File: src/rtl/clk_sched_pkg.sv
// Shared types and default constants for the clock-enable scheduler.
// The FSM encoding is fixed at 2 bits so it matches any debug taps.
package clk_sched_pkg;

    typedef enum logic [1:0] {
        ST_RUN  = 2'd0,
        ST_HALT = 2'd1,
        ST_STEP = 2'd2,
        ST_ACK  = 2'd3
    } sched_state_t;

    localparam int PIX_DIV_DEF   = 4;
    localparam int IO_DIV_DEF    = 100000;
    localparam int CPU_DIV_W_DEF = 8;

endpackage

File: src/rtl/en_pulse_div.sv
// Free-running wrap counter 0..DIV-1 with a registered one-cycle pulse.
// The pulse is high in the cycle the count equals DIV-1. DIV must be >= 2.
module en_pulse_div #(
    parameter int DIV = 4
) (
    input  logic clk_in,
    input  logic rst_n,
    output logic pulse
);

    localparam int CNT_W = (DIV > 2) ? $clog2(DIV) : 1;
    localparam logic [CNT_W-1:0] CNT_LAST = CNT_W'(DIV - 1);

    logic [CNT_W-1:0] cnt_reg;
    logic [CNT_W-1:0] cnt_next;
    logic             pulse_reg;

    always_comb begin
        cnt_next = (cnt_reg == CNT_LAST) ? '0 : cnt_reg + CNT_W'(1);
    end

    // The pulse register is loaded from the next count, so it lines up with cnt_reg.
    always_ff @(posedge clk_in or negedge rst_n) begin
        if (!rst_n) begin
            cnt_reg   <= '0;
            pulse_reg <= 1'b0;
        end else begin
            cnt_reg   <= cnt_next;
            pulse_reg <= (cnt_next == CNT_LAST);
        end
    end

    assign pulse = pulse_reg;

endmodule

File: src/rtl/clk_en_scheduler.sv
// Clock-enable scheduler: fixed pixel enable, slow IO tick and a programmable
// CPU enable with run / halt / single-step control. All outputs are registered.
module clk_en_scheduler
    import clk_sched_pkg::*;
#(
    parameter int PIX_DIV     = PIX_DIV_DEF,
    parameter int IO_DIV      = IO_DIV_DEF,
    parameter int CPU_DIV_W   = CPU_DIV_W_DEF,
    parameter int CPU_DIV_RST = 0
) (
    input  logic                 clk_in,
    input  logic                 rst_n,
    input  logic                 cfg_wr,
    input  logic [CPU_DIV_W-1:0] cfg_cpu_div,
    input  logic                 halt_req,
    input  logic                 step_req,
    output logic                 cpu_en,
    output logic                 pix_en,
    output logic                 io_tick,
    output logic                 cpu_halted,
    output logic                 step_ack
);

    localparam logic [CPU_DIV_W-1:0] DIV_RST = CPU_DIV_W'(CPU_DIV_RST);

    sched_state_t         state_reg, state_next;
    logic [CPU_DIV_W-1:0] cnt_reg, cnt_next;
    logic [CPU_DIV_W-1:0] div_reg, div_next;
    logic [CPU_DIV_W-1:0] shadow_reg, shadow_next;
    logic                 live_reg;
    logic                 boundary;
    logic                 cpu_en_reg;
    logic                 halted_reg;
    logic                 step_ack_reg;

    en_pulse_div #(.DIV(PIX_DIV)) u_pix_div (
        .clk_in (clk_in),
        .rst_n  (rst_n),
        .pulse  (pix_en)
    );

    en_pulse_div #(.DIV(IO_DIV)) u_io_div (
        .clk_in (clk_in),
        .rst_n  (rst_n),
        .pulse  (io_tick)
    );

    // The first cycle after reset release shows reset outputs, so it is never a boundary.
    always_comb begin
        shadow_next = cfg_wr ? cfg_cpu_div : shadow_reg;
        state_next  = state_reg;
        cnt_next    = cnt_reg;
        div_next    = div_reg;
        boundary    = live_reg && (cnt_reg == div_reg) &&
                      ((state_reg == ST_RUN) || (state_reg == ST_STEP));
        if (live_reg) begin
            case (state_reg)
                ST_RUN: begin
                    if (boundary) begin
                        cnt_next = '0;
                        div_next = shadow_next;
                        if (halt_req) begin
                            state_next = ST_HALT;
                        end
                    end else begin
                        cnt_next = cnt_reg + CPU_DIV_W'(1);
                    end
                end
                ST_HALT: begin
                    cnt_next = '0;
                    div_next = shadow_next;
                    if (!halt_req) begin
                        state_next = ST_RUN;
                    end else if (step_req) begin
                        state_next = ST_STEP;
                    end
                end
                ST_STEP: begin
                    if (boundary) begin
                        cnt_next   = '0;
                        div_next   = shadow_next;
                        state_next = ST_ACK;
                    end else begin
                        cnt_next = cnt_reg + CPU_DIV_W'(1);
                    end
                end
                default: begin
                    cnt_next   = '0;
                    state_next = halt_req ? ST_HALT : ST_RUN;
                end
            endcase
        end
    end

    // Output flops decode the next state so they coincide with the cycle they describe.
    always_ff @(posedge clk_in or negedge rst_n) begin
        if (!rst_n) begin
            state_reg    <= ST_RUN;
            cnt_reg      <= '0;
            div_reg      <= DIV_RST;
            shadow_reg   <= DIV_RST;
            live_reg     <= 1'b0;
            cpu_en_reg   <= 1'b0;
            halted_reg   <= 1'b0;
            step_ack_reg <= 1'b0;
        end else begin
            state_reg    <= state_next;
            cnt_reg      <= cnt_next;
            div_reg      <= div_next;
            shadow_reg   <= shadow_next;
            live_reg     <= 1'b1;
            cpu_en_reg   <= ((state_next == ST_RUN) || (state_next == ST_STEP)) &&
                            (cnt_next == div_next);
            halted_reg   <= (state_next == ST_HALT);
            step_ack_reg <= (state_next == ST_ACK);
        end
    end

    assign cpu_en     = cpu_en_reg;
    assign cpu_halted = halted_reg;
    assign step_ack   = step_ack_reg;

endmodule
File: config.mk
export PLATFORM = sky130hd
export DESIGN_NAME = clk_en_scheduler
export DESIGN_NICKNAME = d
export VERILOG_FILES = /design/src/rtl/clk_sched_pkg.sv /design/src/rtl/en_pulse_div.sv /design/src/rtl/clk_en_scheduler.sv
export SDC_FILE = /design/constraint.sdc
export NUM_CORES = 1
export LEC_CHECK = 0
export ABC_CLOCK_PERIOD_IN_PS = 2400
export BUFFER_PORTS_ARGS = -buffer_cell sky130_fd_sc_hd__buf_4
export CAP_MARGIN = 20
export CORE_MARGIN = 5
export CORE_UTILIZATION = 50
export CTS_CLUSTER_SIZE = 8
export DETAILED_ROUTE_END_ITERATION = 6
export PLACE_DENSITY = 0.78
export SLEW_MARGIN = 40
export SYNTH_ARGS = -nofsm -noshare
export SYNTH_HDL_FRONTEND = slang
export SYNTH_SLANG_ARGS = --single-unit
export TNS_END_PERCENT = 50
File: constraint.sdc
create_clock -name clk_in -period 2.4 [get_ports clk_in]
set_input_delay 0.12 -clock clk_in [delete_from_list [all_inputs] [get_ports clk_in]]
set_output_delay 0.12 -clock clk_in [all_outputs]
set_load 0.02 [all_outputs]
==> flow_metrics.py <==
metrics = {
    "cts": {
        "insertion_delay_ps": 300,
        "cts.path.max_buffers": 2,
        "cts.sink_count": 51,
        "cts_setup_buffers": 0,
        "tritoncts.num_buffers": 5,
        "cts.clk_slew.worst_paths_ps": 90,
        "ctsHtreeMaxLevel": 2,
        "cts_tree": "built",
        "cts.root.buffer_cell": "clkbuf_8",
    },
    "pwr": {
        "comb_power_share": 0.311,
        "power.sequential.fraction": 0.447,
        "p_sw_frac": 0.3273,
        "internal_power_mw": 1.703,
        "clkPwrFrac": 0.242,
        "power.net_switching_mw": 0.8287,
        "static-leakage-power_nw": 1.260,
        "maximum_resistive_drop_on_vdd_mv": 0.3695,
        "power.density_nw_per_um2": 879.1,
    },
    "yosys": {
        "yosysWarningCount": 0,
        "netlist-cell-type-count": 42,
        "synth_top_area_share": 0.5146,
        "syn-mean-instance-area_um2": 11.07,
        "netlist_top_cells_area": "dfrtp_1 51%, mux2_2 6.4%, xnor2_1 5.7%",
        "synth-seq-cells": 51,
        "mappedNetlistNets": 241,
        "syn-instance-count": 224,
        "synth_area_leader_cell": "dfrtp_1",
        "synth_seq_area_share": 0.5146,
        "syn-cell-area_um2": 2480,
    },
    "layout": {
        "multi_input_comb_area_um2": 1167,
        "antenna_cells_inserted": 0,
        "number_of_flip_flops_under_the_largest_register_name": 17,
        "layout.nets": 272,
        "share_of_layout_cells_above_drive_strength_1": 0.2461,
        "register_area_um2": 1276,
        "syn_to_final_growth_pct": 16.15,
        "num-fill-cells": 398,
    },
    "timing": {
        "hold-worst-slack_ps": 70.19,
        "final_min_period_over_clock_period": 0.9585,
        "slew_viol_final": 0,
        "hold_violations": 0,
        "clock_skew_ps": 9.221,
        "clock.fmax_mhz": 434.7,
        "setup-tns-final_ps": 0,
        "slew_headroom": 0.5719,
        "finalWorstPathRequiredPeriod_ps": 2300,
        "worst_slew_pin_slew_ps": 642.1,
        "grt_setup_unrepaired": "false",
        "setup_viol": 0,
    },
    "setup_path": {
        "crit_chain": "xor2_1 -> nor4_4 -> and3_2 -> nor4_1 -> o31a_2 -> o211ai_1 -> nor4_2",
        "timing.critical_path.slowest_cell_delay_ps": 500,
        "timing.critical_path.from_type": "register",
        "arrival_ps": 2510,
        "worst_ep_required_time_ps": 2610,
        "endpoint_kind": "register",
        "regToRegEndpoint": "cpu_en",
        "critPathLaunch": "cnt_reg[1]",
        "r2r_start": "cnt_reg[1]",
        "worst_path_dominant_cell_family": "simple AND/OR/NAND/NOR gates",
        "critical_path.n_buffers_inverters": 0,
        "crit_end": "cpu_en",
        "timing.critical_path.depth": 7,
        "setup.reg_to_reg.worst_slack_ps": 100,
        "critPathSlowestCell": "nor4_1",
        "timing_worst_setup_path_type": "reg2reg",
        "critPathMaxFanout": 8,
        "timing.reg2reg.worst_path_depth": 7,
    },
    "place": {
        "dp.final_hpwl_um": 3478,
        "place_congestion": 0.8648,
        "port_buffers": 17,
    },
    "route": {
        "wl_per_cell_um": 15.10,
        "detailedRoute.firstIterationViolations": 148,
        "detailedRoute.firstPassIterationCount": 5,
        "finalWirelength_um": 4876,
        "via_per_inst": 5.461,
        "drtAntennaViolNets": 0,
        "detail_route.drc_violations": 0,
        "route.vias.total": 1764,
    },
    "die": {
        "initial_utilization": 0.5216,
        "top_level_ports": 18,
        "std_cell_rows": 25,
        "coreArea_um2": 4755,
        "chipWidth_um": 80.43,
        "die_area_um2": 6468,
        "dieHeight_um": 80.43,
    },
    "grt": {
        "grt_util_met3": 0.02466,
        "gr-total-overflow": 0,
        "largest_net_degree_at_the_start_of_global_routing": 52,
        "grt_pass1_vias": 1754,
        "use_met2": 0.2624,
        "initial_antenna_violation_count": 0,
        "globalRouteTotalUtil": 0.1645,
        "globalRoute.busiestLayer": "met2",
        "grt_pass1_wl_um": 8190,
        "met1_track_demand_over_resource_in_global_routing": 0.2266,
    },
    "run_status": {
        "status": "finished clean",
    },
    "hold_path": {
        "hold_path.class": "in2reg",
    },
    "flow_run": {
        "max_cap_viols": 0,
    },
}
## metrics by stage
step	util	power (mW)	cells	setup slack, ps	area (um^2)
global placement	0.5745	1.849	314	170.7	2731
floorplan	-	1.677	224	307.6	2480
CTS	0.6013	2.503	323	60.75	2859
detailed placement	0.5745	1.875	314	114.2	2731
finish	0.6058	2.532	323	99.60	2880
global route	0.6058	2.671	323	0.6315	2880
## final cells by class
| class | instances | area share |
|---|---|---|
| Timing Repair Buffer | 27 | 0.07124 |
| Clock buffer | 6 | 0.02867 |
| Multi-Input combinational cell | 162 | 0.4053 |
| Clock inverter | 2 | 0.01216 |
| Sequential cell | 51 | 0.4431 |
| Tap cell | 67 | 0.02911 |
| Inverter | 8 | 0.01043 |
## logic make-up after synthesis
| family | Yosys count | synth area share |
|---|---|---|
| other | 1 | 0.001512 |
| XOR/XNOR | 28 | 0.09889 |
| buffers and inverters | 11 | 0.02321 |
| adder cells (fa/ha/maj) | 4 | 0.02018 |
| AO/OA/AOI/OAI | 16 | 0.05247 |
| multiplexers | 16 | 0.07366 |
| flip-flops | 51 | 0.5146 |
| AND/OR/NAND/NOR | 97 | 0.2154 |
## power groups by stage
stage               clock, mW  combinational, mW  sequential [mW]
CTS                     0.624              0.752             1.13
floorplan                   0              0.556             1.12
detailed placement          0              0.732             1.14
global placement            0              0.711             1.14
finish                  0.612              0.788             1.13
global route            0.656              0.866             1.15
## layer usage
metal / share of wire / wire length, um
met1: 0.48 / 2357
met2: 0.47 / 2295
met3: 0.022 / 109
met4: 0.023 / 113
met5: 0 / 0
## synth_stat cells
| cell type | n |
|---|---|
| o31a_2 | 1 |
| a22o_1 | 1 |
| or4_1 | 3 |
| mux2i_1 | 1 |
| nor4_1 | 3 |
| nand4_1 | 8 |
| clkbuf_2 | 1 |
| nand3_1 | 19 |
| o211ai_1 | 1 |
| nor2_1 | 20 |
| a311o_1 | 1 |
| a31oi_1 | 1 |
| and4_1 | 1 |
| mux2_2 | 14 |
| and4b_1 | 1 |
| mux2_4 | 1 |
| nor4bb_1 | 1 |
| and2b_2 | 1 |
| nand2_1 | 15 |
| a31o_2 | 3 |
| dfrtp_1 | 51 |
| xnor2_1 | 16 |
| ha_1 | 4 |
| a21o_1 | 1 |
| buf_6 | 2 |
| and3_2 | 2 |
| o21ai_0 | 3 |
| or3_1 | 2 |
| nor3b_1 | 2 |
| xor2_1 | 12 |
| and3_1 | 3 |
| nand2b_1 | 2 |
| a31oi_2 | 1 |
| nor4b_1 | 1 |
| o31ai_1 | 2 |
| inv_1 | 8 |
| o2111a_1 | 1 |
| nor3_1 | 5 |
| nand4b_1 | 1 |
| nor4_2 | 3 |
| conb_1 | 1 |
| nor2b_1 | 4 |
## cell usage in the layout (no fill, tap or decap), types with 2 or more instances in the layout
cell type	n
mux2_2	14
nor4_2	2
a31o_2	3
o31ai_1	2
nor3b_1	2
nor4_1	3
or3_1	2
nand4_1	8
xnor2_1	16
buf_4	26
o21ai_0	3
a31oi_2	2
nor2_1	20
inv_1	8
nand2b_1	2
nor3_1	4
nand3_1	19
nor2b_1	4
ha_1	4
clkbuf_8	6
and3_1	2
or4_1	3
xor2_1	12
and3_2	3
nand2_1	15
dfrtp_1	51
## worst register-to-register path, delay by kind of cell, from the launching register on
| family | cells | cell delay (ps) |
|---|---|---|
| AO/OA/AOI/OAI | 2 | 340 |
| XOR/XNOR | 1 | 290 |
| flip-flops | 1 | 460 |
| AND/OR/NAND/NOR | 4 | 1120 |
## repair_timing
action | 4_1_cts | 5_1_grt
hold endpoints to repair | 51 | 0
gates resized for setup | 0 | 4
setup endpoints to repair | 0 | 1
hold buffers | 1 | 0
## how the worst min path moves through the flow
| stage | from | end | cells past startpoint |
|---|---|---|---|
| 2_1_floorplan | rst_n | cnt_reg[0] | 0 |
| 5_1_grt | cfg_cpu_div[2] | shadow_reg[2] | 2 |
| 4_1_cts | cfg_cpu_div[7] | shadow_reg[7] | 2 |
| 3_5_place_dp | rst_n | u_pix_div.cnt_reg[0] | 1 |
| 6_report | cfg_cpu_div[7] | shadow_reg[7] | 2 |
| 3_3_place_gp | rst_n | u_pix_div.cnt_reg[1] | 1 |
(Power assumes the default switching activity.)
